===== src/rtl/hex_display_ctrl_pkg.sv =====
// Shared definitions for the hex/decimal display controller.
//   state_e        : controller FSM states (IDLE, CONV)
//   DIGIT_OVF      : digit code shown on every digit when a decimal value
//                    does not fit on the display
//   DEF_NUM_DIGITS : default number of display digits
//   dec_max(n)     : largest decimal value representable on n digits
package hex_display_pkg;

    localparam int DEF_NUM_DIGITS = 6;

    localparam logic [7:0] DIGIT_OVF = 8'hFF;

    typedef enum logic [0:0] {
        IDLE = 1'b0,
        CONV = 1'b1
    } state_e;

    // 10^n - 1, evaluated at elaboration time for the range check.
    function automatic int unsigned dec_max(input int n);
        int unsigned r;
        r = 32'd1;
        for (int i = 0; i < n; i++) begin
            r = r * 32'd10;
        end
        return r - 32'd1;
    endfunction

endpackage


===== src/rtl/hex_display_ctrl_if.sv =====
// Host-side bundle of the display controller.
//   value/load/dec_mode/blank_lz : write strobe and its qualifiers (master drives)
//   digits/digit_oe              : per-digit code and enable toward the drivers
//   busy/overflow                : conversion in progress / last decimal too large
interface hex_display_ctrl_if
    import hex_display_pkg::*;
#(
    parameter int NUM_DIGITS = DEF_NUM_DIGITS
) ();

    logic [4*NUM_DIGITS-1:0] value;
    logic                    load;
    logic                    dec_mode;
    logic                    blank_lz;
    logic [8*NUM_DIGITS-1:0] digits;
    logic [NUM_DIGITS-1:0]   digit_oe;
    logic                    busy;
    logic                    overflow;

    modport master (
        output value, load, dec_mode, blank_lz,
        input  digits, digit_oe, busy, overflow
    );

    modport slave (
        input  value, load, dec_mode, blank_lz,
        output digits, digit_oe, busy, overflow
    );

endinterface


===== src/rtl/hex_display_ctrl_bin2bcd_step.sv =====
// One step of the shift-and-add-3 binary-to-BCD conversion.
//   bcd_i/bin_i : current BCD accumulator and remaining binary bits
//   bcd_o/bin_o : accumulator after add-3 correction and a 1-bit left shift
//                 of the combined {bcd, bin} register
module bin2bcd_step
    import hex_display_pkg::*;
#(
    parameter int NUM_DIGITS = DEF_NUM_DIGITS,
    parameter int BIN_W      = 4 * NUM_DIGITS
) (
    input  logic [4*NUM_DIGITS-1:0] bcd_i,
    input  logic [BIN_W-1:0]        bin_i,
    output logic [4*NUM_DIGITS-1:0] bcd_o,
    output logic [BIN_W-1:0]        bin_o
);

    localparam int BCD_W = 4 * NUM_DIGITS;

    logic [BCD_W-1:0] adj_s;

    // Nibbles >= 5 would become >= 10 after the shift, so pre-correct by 3.
    always_comb begin
        adj_s = bcd_i;
        for (int i = 0; i < NUM_DIGITS; i++) begin
            if (bcd_i[4*i +: 4] >= 4'd5) begin
                adj_s[4*i +: 4] = bcd_i[4*i +: 4] + 4'd3;
            end else begin
                adj_s[4*i +: 4] = bcd_i[4*i +: 4];
            end
        end
        bcd_o = {adj_s[BCD_W-2:0], bin_i[BIN_W-1]};
        bin_o = {bin_i[BIN_W-2:0], 1'b0};
    end

endmodule


===== src/rtl/hex_display_ctrl.sv =====
// Display controller: captures a host value and presents it as hex or decimal
// digit codes for NUM_DIGITS 7-segment drivers, with optional leading-zero
// blanking through the per-digit enables.
//   SI_ClkIn : system clock
//   SI_Reset : asynchronous active-high reset (display dark)
//   bus      : slave side of hex_display_ctrl_if (value/load/dec_mode/blank_lz
//              in; digits/digit_oe/busy/overflow out)
module hex_display_ctrl
    import hex_display_pkg::*;
#(
    parameter int NUM_DIGITS = DEF_NUM_DIGITS,
    parameter int BIN_W      = 4 * NUM_DIGITS
) (
    input  logic              SI_ClkIn,
    input  logic              SI_Reset,
    hex_display_ctrl_if.slave bus
);

    localparam int BCD_W = 4 * NUM_DIGITS;
    localparam int CNT_W = $clog2(BIN_W);
    localparam logic [BIN_W-1:0] DEC_LIMIT = BIN_W'(dec_max(NUM_DIGITS));
    localparam logic [CNT_W-1:0] CNT_LAST  = CNT_W'(BIN_W - 1);

    state_e                  state_q, state_d;
    logic [8*NUM_DIGITS-1:0] digits_q, digits_d;
    logic [NUM_DIGITS-1:0]   oe_q, oe_d;
    logic                    ovf_q, ovf_d;
    logic [BCD_W-1:0]        bcd_q, bcd_d;
    logic [BIN_W-1:0]        bin_q, bin_d;
    logic [CNT_W-1:0]        cnt_q, cnt_d;
    logic                    blank_q, blank_d;
    logic [BCD_W-1:0]        step_bcd_s;
    logic [BIN_W-1:0]        step_bin_s;
    logic                    over_s;
    logic                    last_s;
    logic                    busy_s;

    // Expand nibbles to 8-bit digit codes.
    function automatic logic [8*NUM_DIGITS-1:0] widen(input logic [BCD_W-1:0] nib);
        logic [8*NUM_DIGITS-1:0] w;
        for (int i = 0; i < NUM_DIGITS; i++) begin
            w[8*i +: 8] = {4'h0, nib[4*i +: 4]};
        end
        return w;
    endfunction

    // A digit is dark only if it and every more significant digit are zero;
    // digit 0 always stays lit.
    function automatic logic [NUM_DIGITS-1:0] lz_mask(input logic [BCD_W-1:0] nib,
                                                      input logic blank);
        logic [NUM_DIGITS-1:0] m;
        logic                  zero_above;
        m          = {NUM_DIGITS{1'b1}};
        zero_above = 1'b1;
        for (int i = NUM_DIGITS - 1; i > 0; i--) begin
            zero_above = zero_above & (nib[4*i +: 4] == 4'h0);
            if (blank && zero_above) begin
                m[i] = 1'b0;
            end else begin
                m[i] = 1'b1;
            end
        end
        return m;
    endfunction

    bin2bcd_step #(
        .NUM_DIGITS (NUM_DIGITS),
        .BIN_W      (BIN_W)
    ) u_step (
        .bcd_i (bcd_q),
        .bin_i (bin_q),
        .bcd_o (step_bcd_s),
        .bin_o (step_bin_s)
    );

    assign over_s = (bus.value > DEC_LIMIT);
    assign last_s = (cnt_q == CNT_LAST);

    // FSM state register.
    always_ff @(posedge SI_ClkIn or posedge SI_Reset) begin
        if (SI_Reset) begin
            state_q <= IDLE;
        end else begin
            state_q <= state_d;
        end
    end

    // FSM next state: only an in-range decimal load starts a conversion.
    always_comb begin
        state_d = state_q;
        case (state_q)
            IDLE: begin
                if (bus.load && bus.dec_mode && !over_s) begin
                    state_d = CONV;
                end else begin
                    state_d = IDLE;
                end
            end
            CONV: begin
                if (last_s) begin
                    state_d = IDLE;
                end else begin
                    state_d = CONV;
                end
            end
            default: state_d = IDLE;
        endcase
    end

    // FSM outputs.
    always_comb begin
        busy_s = 1'b0;
        case (state_q)
            IDLE:    busy_s = 1'b0;
            CONV:    busy_s = 1'b1;
            default: busy_s = 1'b0;
        endcase
    end

    // Datapath and display registers.
    always_ff @(posedge SI_ClkIn or posedge SI_Reset) begin
        if (SI_Reset) begin
            digits_q <= {(8*NUM_DIGITS){1'b0}};
            oe_q     <= {NUM_DIGITS{1'b0}};
            ovf_q    <= 1'b0;
            bcd_q    <= {BCD_W{1'b0}};
            bin_q    <= {BIN_W{1'b0}};
            cnt_q    <= {CNT_W{1'b0}};
            blank_q  <= 1'b0;
        end else begin
            digits_q <= digits_d;
            oe_q     <= oe_d;
            ovf_q    <= ovf_d;
            bcd_q    <= bcd_d;
            bin_q    <= bin_d;
            cnt_q    <= cnt_d;
            blank_q  <= blank_d;
        end
    end

    // Datapath next state. Loads are only honoured in IDLE, so a load during
    // CONV (including its final edge) is dropped.
    always_comb begin
        digits_d = digits_q;
        oe_d     = oe_q;
        ovf_d    = ovf_q;
        bcd_d    = bcd_q;
        bin_d    = bin_q;
        cnt_d    = cnt_q;
        blank_d  = blank_q;
        case (state_q)
            IDLE: begin
                if (bus.load) begin
                    if (!bus.dec_mode) begin
                        digits_d = widen(bus.value);
                        oe_d     = lz_mask(bus.value, bus.blank_lz);
                        ovf_d    = 1'b0;
                    end else if (over_s) begin
                        digits_d = {NUM_DIGITS{DIGIT_OVF}};
                        oe_d     = {NUM_DIGITS{1'b1}};
                        ovf_d    = 1'b1;
                    end else begin
                        bin_d    = bus.value;
                        bcd_d    = {BCD_W{1'b0}};
                        cnt_d    = {CNT_W{1'b0}};
                        blank_d  = bus.blank_lz;
                    end
                end else begin
                    digits_d = digits_q;
                end
            end
            CONV: begin
                bcd_d = step_bcd_s;
                bin_d = step_bin_s;
                cnt_d = cnt_q + CNT_W'(1);
                // Display is untouched until the final step lands.
                if (last_s) begin
                    digits_d = widen(step_bcd_s);
                    oe_d     = lz_mask(step_bcd_s, blank_q);
                    ovf_d    = 1'b0;
                    cnt_d    = {CNT_W{1'b0}};
                end else begin
                    digits_d = digits_q;
                end
            end
            default: begin
                digits_d = digits_q;
            end
        endcase
    end

    assign bus.digits   = digits_q;
    assign bus.digit_oe = oe_q;
    assign bus.overflow = ovf_q;
    assign bus.busy     = busy_s;

endmodule


===== src/flat_wrapper.sv =====
// flat-port wrapper written by rule: the top's interface ports become plain ports
module hex_display_ctrl_flat import hex_display_pkg::*;
#(
    parameter int NUM_DIGITS = DEF_NUM_DIGITS,
    parameter int BIN_W      = 4 * NUM_DIGITS
)
  (SI_ClkIn, SI_Reset, bus_value, bus_load, bus_dec_mode, bus_blank_lz, bus_digits, bus_digit_oe, bus_busy, bus_overflow);
  hex_display_ctrl_if #(.NUM_DIGITS(NUM_DIGITS)) bus_i ();
  input  logic SI_ClkIn;
  input  logic SI_Reset;
  input wire logic [$bits(bus_i.value)-1:0] bus_value;
  input wire logic [$bits(bus_i.load)-1:0] bus_load;
  input wire logic [$bits(bus_i.dec_mode)-1:0] bus_dec_mode;
  input wire logic [$bits(bus_i.blank_lz)-1:0] bus_blank_lz;
  output wire logic [$bits(bus_i.digits)-1:0] bus_digits;
  output wire logic [$bits(bus_i.digit_oe)-1:0] bus_digit_oe;
  output wire logic [$bits(bus_i.busy)-1:0] bus_busy;
  output wire logic [$bits(bus_i.overflow)-1:0] bus_overflow;
  assign bus_i.value = bus_value;
  assign bus_i.load = bus_load;
  assign bus_i.dec_mode = bus_dec_mode;
  assign bus_i.blank_lz = bus_blank_lz;
  assign bus_digits = bus_i.digits;
  assign bus_digit_oe = bus_i.digit_oe;
  assign bus_busy = bus_i.busy;
  assign bus_overflow = bus_i.overflow;
  hex_display_ctrl #(.NUM_DIGITS(NUM_DIGITS), .BIN_W(BIN_W)) u_core (.SI_ClkIn(SI_ClkIn), .SI_Reset(SI_Reset), .bus(bus_i));
endmodule

===== config.mk =====
export PLATFORM = sky130hd
export DESIGN_NAME = hex_display_ctrl_flat
export DESIGN_NICKNAME = d
export VERILOG_FILES = /design/src/rtl/hex_display_ctrl_pkg.sv /design/src/rtl/hex_display_ctrl_if.sv /design/src/rtl/hex_display_ctrl_bin2bcd_step.sv /design/src/rtl/hex_display_ctrl.sv /design/src/flat_wrapper.sv
export SDC_FILE = /design/constraint.sdc
export NUM_CORES = 1
export LEC_CHECK = 0
export CORE_MARGIN = 2
export CORE_UTILIZATION = 45
export CTS_CLUSTER_SIZE = 24
export DETAILED_ROUTE_END_ITERATION = 10
export HOLD_SLACK_MARGIN = 0.05
export PLACE_DENSITY_LB_ADDON = 0.08
export SETUP_SLACK_MARGIN = 0.4
export SYNTH_ARGS = -nofsm -noshare
export SYNTH_HDL_FRONTEND = slang
export SYNTH_HIERARCHICAL = 1
export SYNTH_SLANG_ARGS = --single-unit

===== constraint.sdc =====
create_clock -name SI_ClkIn -period 2.68 [get_ports SI_ClkIn]
set_input_delay 0.402 -clock SI_ClkIn [delete_from_list [all_inputs] [get_ports SI_ClkIn]]
set_output_delay 0.402 -clock SI_ClkIn [all_outputs]
set_load 0.1 [all_outputs]

==> metrics.txt <==
status=finished clean; hpwl dp=9.61 mm; Switching Power=4.69 mW; maximum VDD drop=1.48 mV; Hold Fails Final Rpt=0; design area=6470 µm²; most common cell after layout, fill and taps aside=buf_4; dpl cells=775; worst reg2reg path endpoint=u_core/bus.digit_oe[1]; max-slew violations=0; CP max FO=3; Clock power frac=13.2%; final WL=13.5 mm; Initial Util=46.2%; ANT cells=0; area of the mapped netlist=5030 µm²; Bufs and invs on worst path=1; maximum clock path buffer count=2; GP Congestion=0.845; syn nets=614; HP Class=in -> async; initial antenna violation count=1; FILL cells=980; worst slew pin tran=0.741 ns; Top Family by Delay on Critical Path=simple AND/OR/NAND/NOR gates; CTS tree=done; Final Hold Slack=0.385 ns; share of layout cells above drive strength 1=28.8%; Setup crit start kind=flip-flop; clock skew=0.0118 ns; total leakage power=2.91 nW; Int Pwr=4.07 mW; Rows=38; 1st-pass router iterations=5; MaxCap Viol Count=0; grt ovf=0; Synth Flop Type=dfrtp_1; synthesized flop and latch total=86; critical path class=reg -> reg; utilization after layout=59.4%; Ports=85; total CTS buffers=9; CTS clk-pin slew, worst paths=0.09 ns; power per cell area=1350 nW/µm²; Reg2Reg Launch Point=u_core/bcd_q[21]; Die ar.=12,000 µm²; Yosys cell types=43; Clk Latency, worst-skew pair=0.36 ns; post-synthesis cell count=572; multi-input logic area=2370 µm²; Slowest cell on crit path=or4b_4; Area after DPL=5990 µm²; register share of total power=25.6%; Residual DRC=0; fin crit period=2.68 ns; clk sink count=86; fin crit share=99.9%; r2r worst-path depth=10; Critical Path Sink Type=flip-flop; register area share after synthesis=42.8%; vias in the first global route=4,213; Initial DRC Count=252; Syn Area/Cell=8.79 µm²; worst reg2reg setup slack=0.002 ns; FF/Latch Area=2150 µm²; DR WL/cell=16.9 µm; Core Box Area=10,900 µm²; CTS H-tree lvls=3; Ys Warns=6; Fmax=0.373 GHz; Setup-failing EPs final=0; Worst EP arrival=2.93 ns; CP peak stage delay=0.49 ns; first-pass GRT wire length=22.0 mm; Nets=697; fin cells=800; largest net degree at the start of global routing=39; Die H=110 µm; Root Buffer=clkbuf_8; Worst EP required=2.93 ns; GRT Overall Usage=24.0%; sw frac=53.5%; Post-synth EDFFs=0; critical-path cell list=inv_2, ha_2, nand2b_4, a21oi_4, mux2i_2, or4b_4, o32a_1, a21o_1, or4_1, mux2_4; Final ANT Viol Nets=0; Via-to-Cell Ratio=5.42; Power Total=8.76 mW; Rel. slew slack=50.6%; most frequent cells in the layout=buf_4, dfrtp_1, o21ai_0, nand2_1, inv_1; vias post-DR=4,335; ys async rst share=100%; P&R area growth vs syn=28.7%; Die Width=110 µm; Port Buffers=84; Comb pwr share=61.2%; RSZ-0062 raised after global routing=yes
## worst max-delay path by stage
| stage | from | to | cells past startpoint |
|---|---|---|---|
| after floorplan | u_core/bcd_q[20] | u_core/bus.digit_oe[1] | 10 |
| after global placement | bus_value[8] | u_core/bus.digits[8] | 8 |
| after detailed placement | bus_value[8] | u_core/bus.digits[8] | 8 |
| after CTS | u_core/bcd_q[21] | u_core/bus.digit_oe[1] | 10 |
| after global routing | u_core/bcd_q[21] | u_core/bus.digit_oe[1] | 10 |
| final | u_core/bcd_q[21] | u_core/bus.digit_oe[1] | 10 |
## routing by layer
layer / up-vias / part of all wire [%] / GRT usage, %
met5: - / 0.096 / 0
li1: 2101 / - / -
met3: 17 / 6.0 / 4.39
met2: 137 / 47 / 38.4
met4: 2 / 1.5 / 7.14
met1: 2078 / 45 / 33.2
## flip-flops by register name, summed over array words and instances, names as in the netlist
name / count
u_core/bus.digit_oe: 6
u_core/bus.digits: 25
u_core/bin_q: 24
u_core/state_q: 1
u_core/cnt_q: 5
u_core/blank_q: 1
u_core/bcd_q: 24
## synthesized netlist by cell type, types with 6 or more instances
| cell type | count | area share, % |
|---|---|---|
| dfrtp_1 | 86 | 43 |
| a31oi_1 | 14 | 1.7 |
| xnor2_1 | 7 | 1.2 |
| o22ai_1 | 26 | 3.2 |
| buf_4 | 49 | 7.3 |
| mux2i_1 | 28 | 5.6 |
| ha_1 | 13 | 3.2 |
| o21ai_1 | 7 | 0.70 |
| nand2b_1 | 13 | 1.6 |
| inv_1 | 39 | 2.9 |
| nor4_1 | 7 | 0.87 |
| o21ai_0 | 76 | 7.6 |
| nand3_1 | 18 | 1.8 |
| a2bb2oi_1 | 6 | 1.0 |
| clkbuf_1 | 30 | 2.2 |
| a21oi_2 | 6 | 1.0 |
| nand2_1 | 58 | 4.3 |
| mux2_2 | 7 | 1.6 |
| nor2_1 | 26 | 1.9 |
| a21oi_1 | 15 | 1.5 |
## timing repair
item / in CTS / in global routing
buffers inserted: 8 / 0
hold buffers: 0 / 0
gates resized for setup: 34 / 14
pin swaps: 9 / 7
gates cloned: 1 / 0
endpoints found under the setup margin: 84 / 43
## cell families (layout without fill, tap and decap cells)
logic type	after synthesis	in the layout	share of synthesized area [%]
AOI/OAI and AO/OA	161	161	18.6
and+or+nand+nor	143	143	13.3
buffers and inverters	125	213	13.3
DFF	86	86	42.8
muxes	36	36	7.44
adders and majority gates	13	13	3.24
xor gates and xnor gates	7	7	1.22
other	1	1	0.0746
## power groups by stage
stage / clock network [mW] / logic [mW] / registers (mW)
5_1_grt: 1.24 / 5.70 / 2.32
3_3_place_gp: 0 / 5.16 / 2.23
3_5_place_dp: 0 / 5.24 / 2.26
2_1_floorplan: 0 / 3.04 / 3.52
4_1_cts: 1.18 / 5.34 / 2.24
6_report: 1.16 / 5.36 / 2.24
## layout make-up
cell class | instances | share of cell area (%)
Clock inverter | 5 | 1.61
Timing Repair Buffer | 157 | 21.1
Clock buffer | 11 | 2.34
Inverter | 40 | 2.38
Sequential cell | 86 | 33.3
Multi-Input combinational cell | 361 | 36.6
Tap cell | 140 | 2.71
## metrics by stage
step | setup WS (ns) | TNS, ns
3_5_place_dp | -0.166 | -5.42
5_1_grt | -0.103 | -0.111
2_1_floorplan | 0.0694 | 0
6_report | 0.00171 | 0
3_3_place_gp | -0.142 | -3.49
4_1_cts | -0.00483 | -0.00483
(Power assumes the default switching activity.)
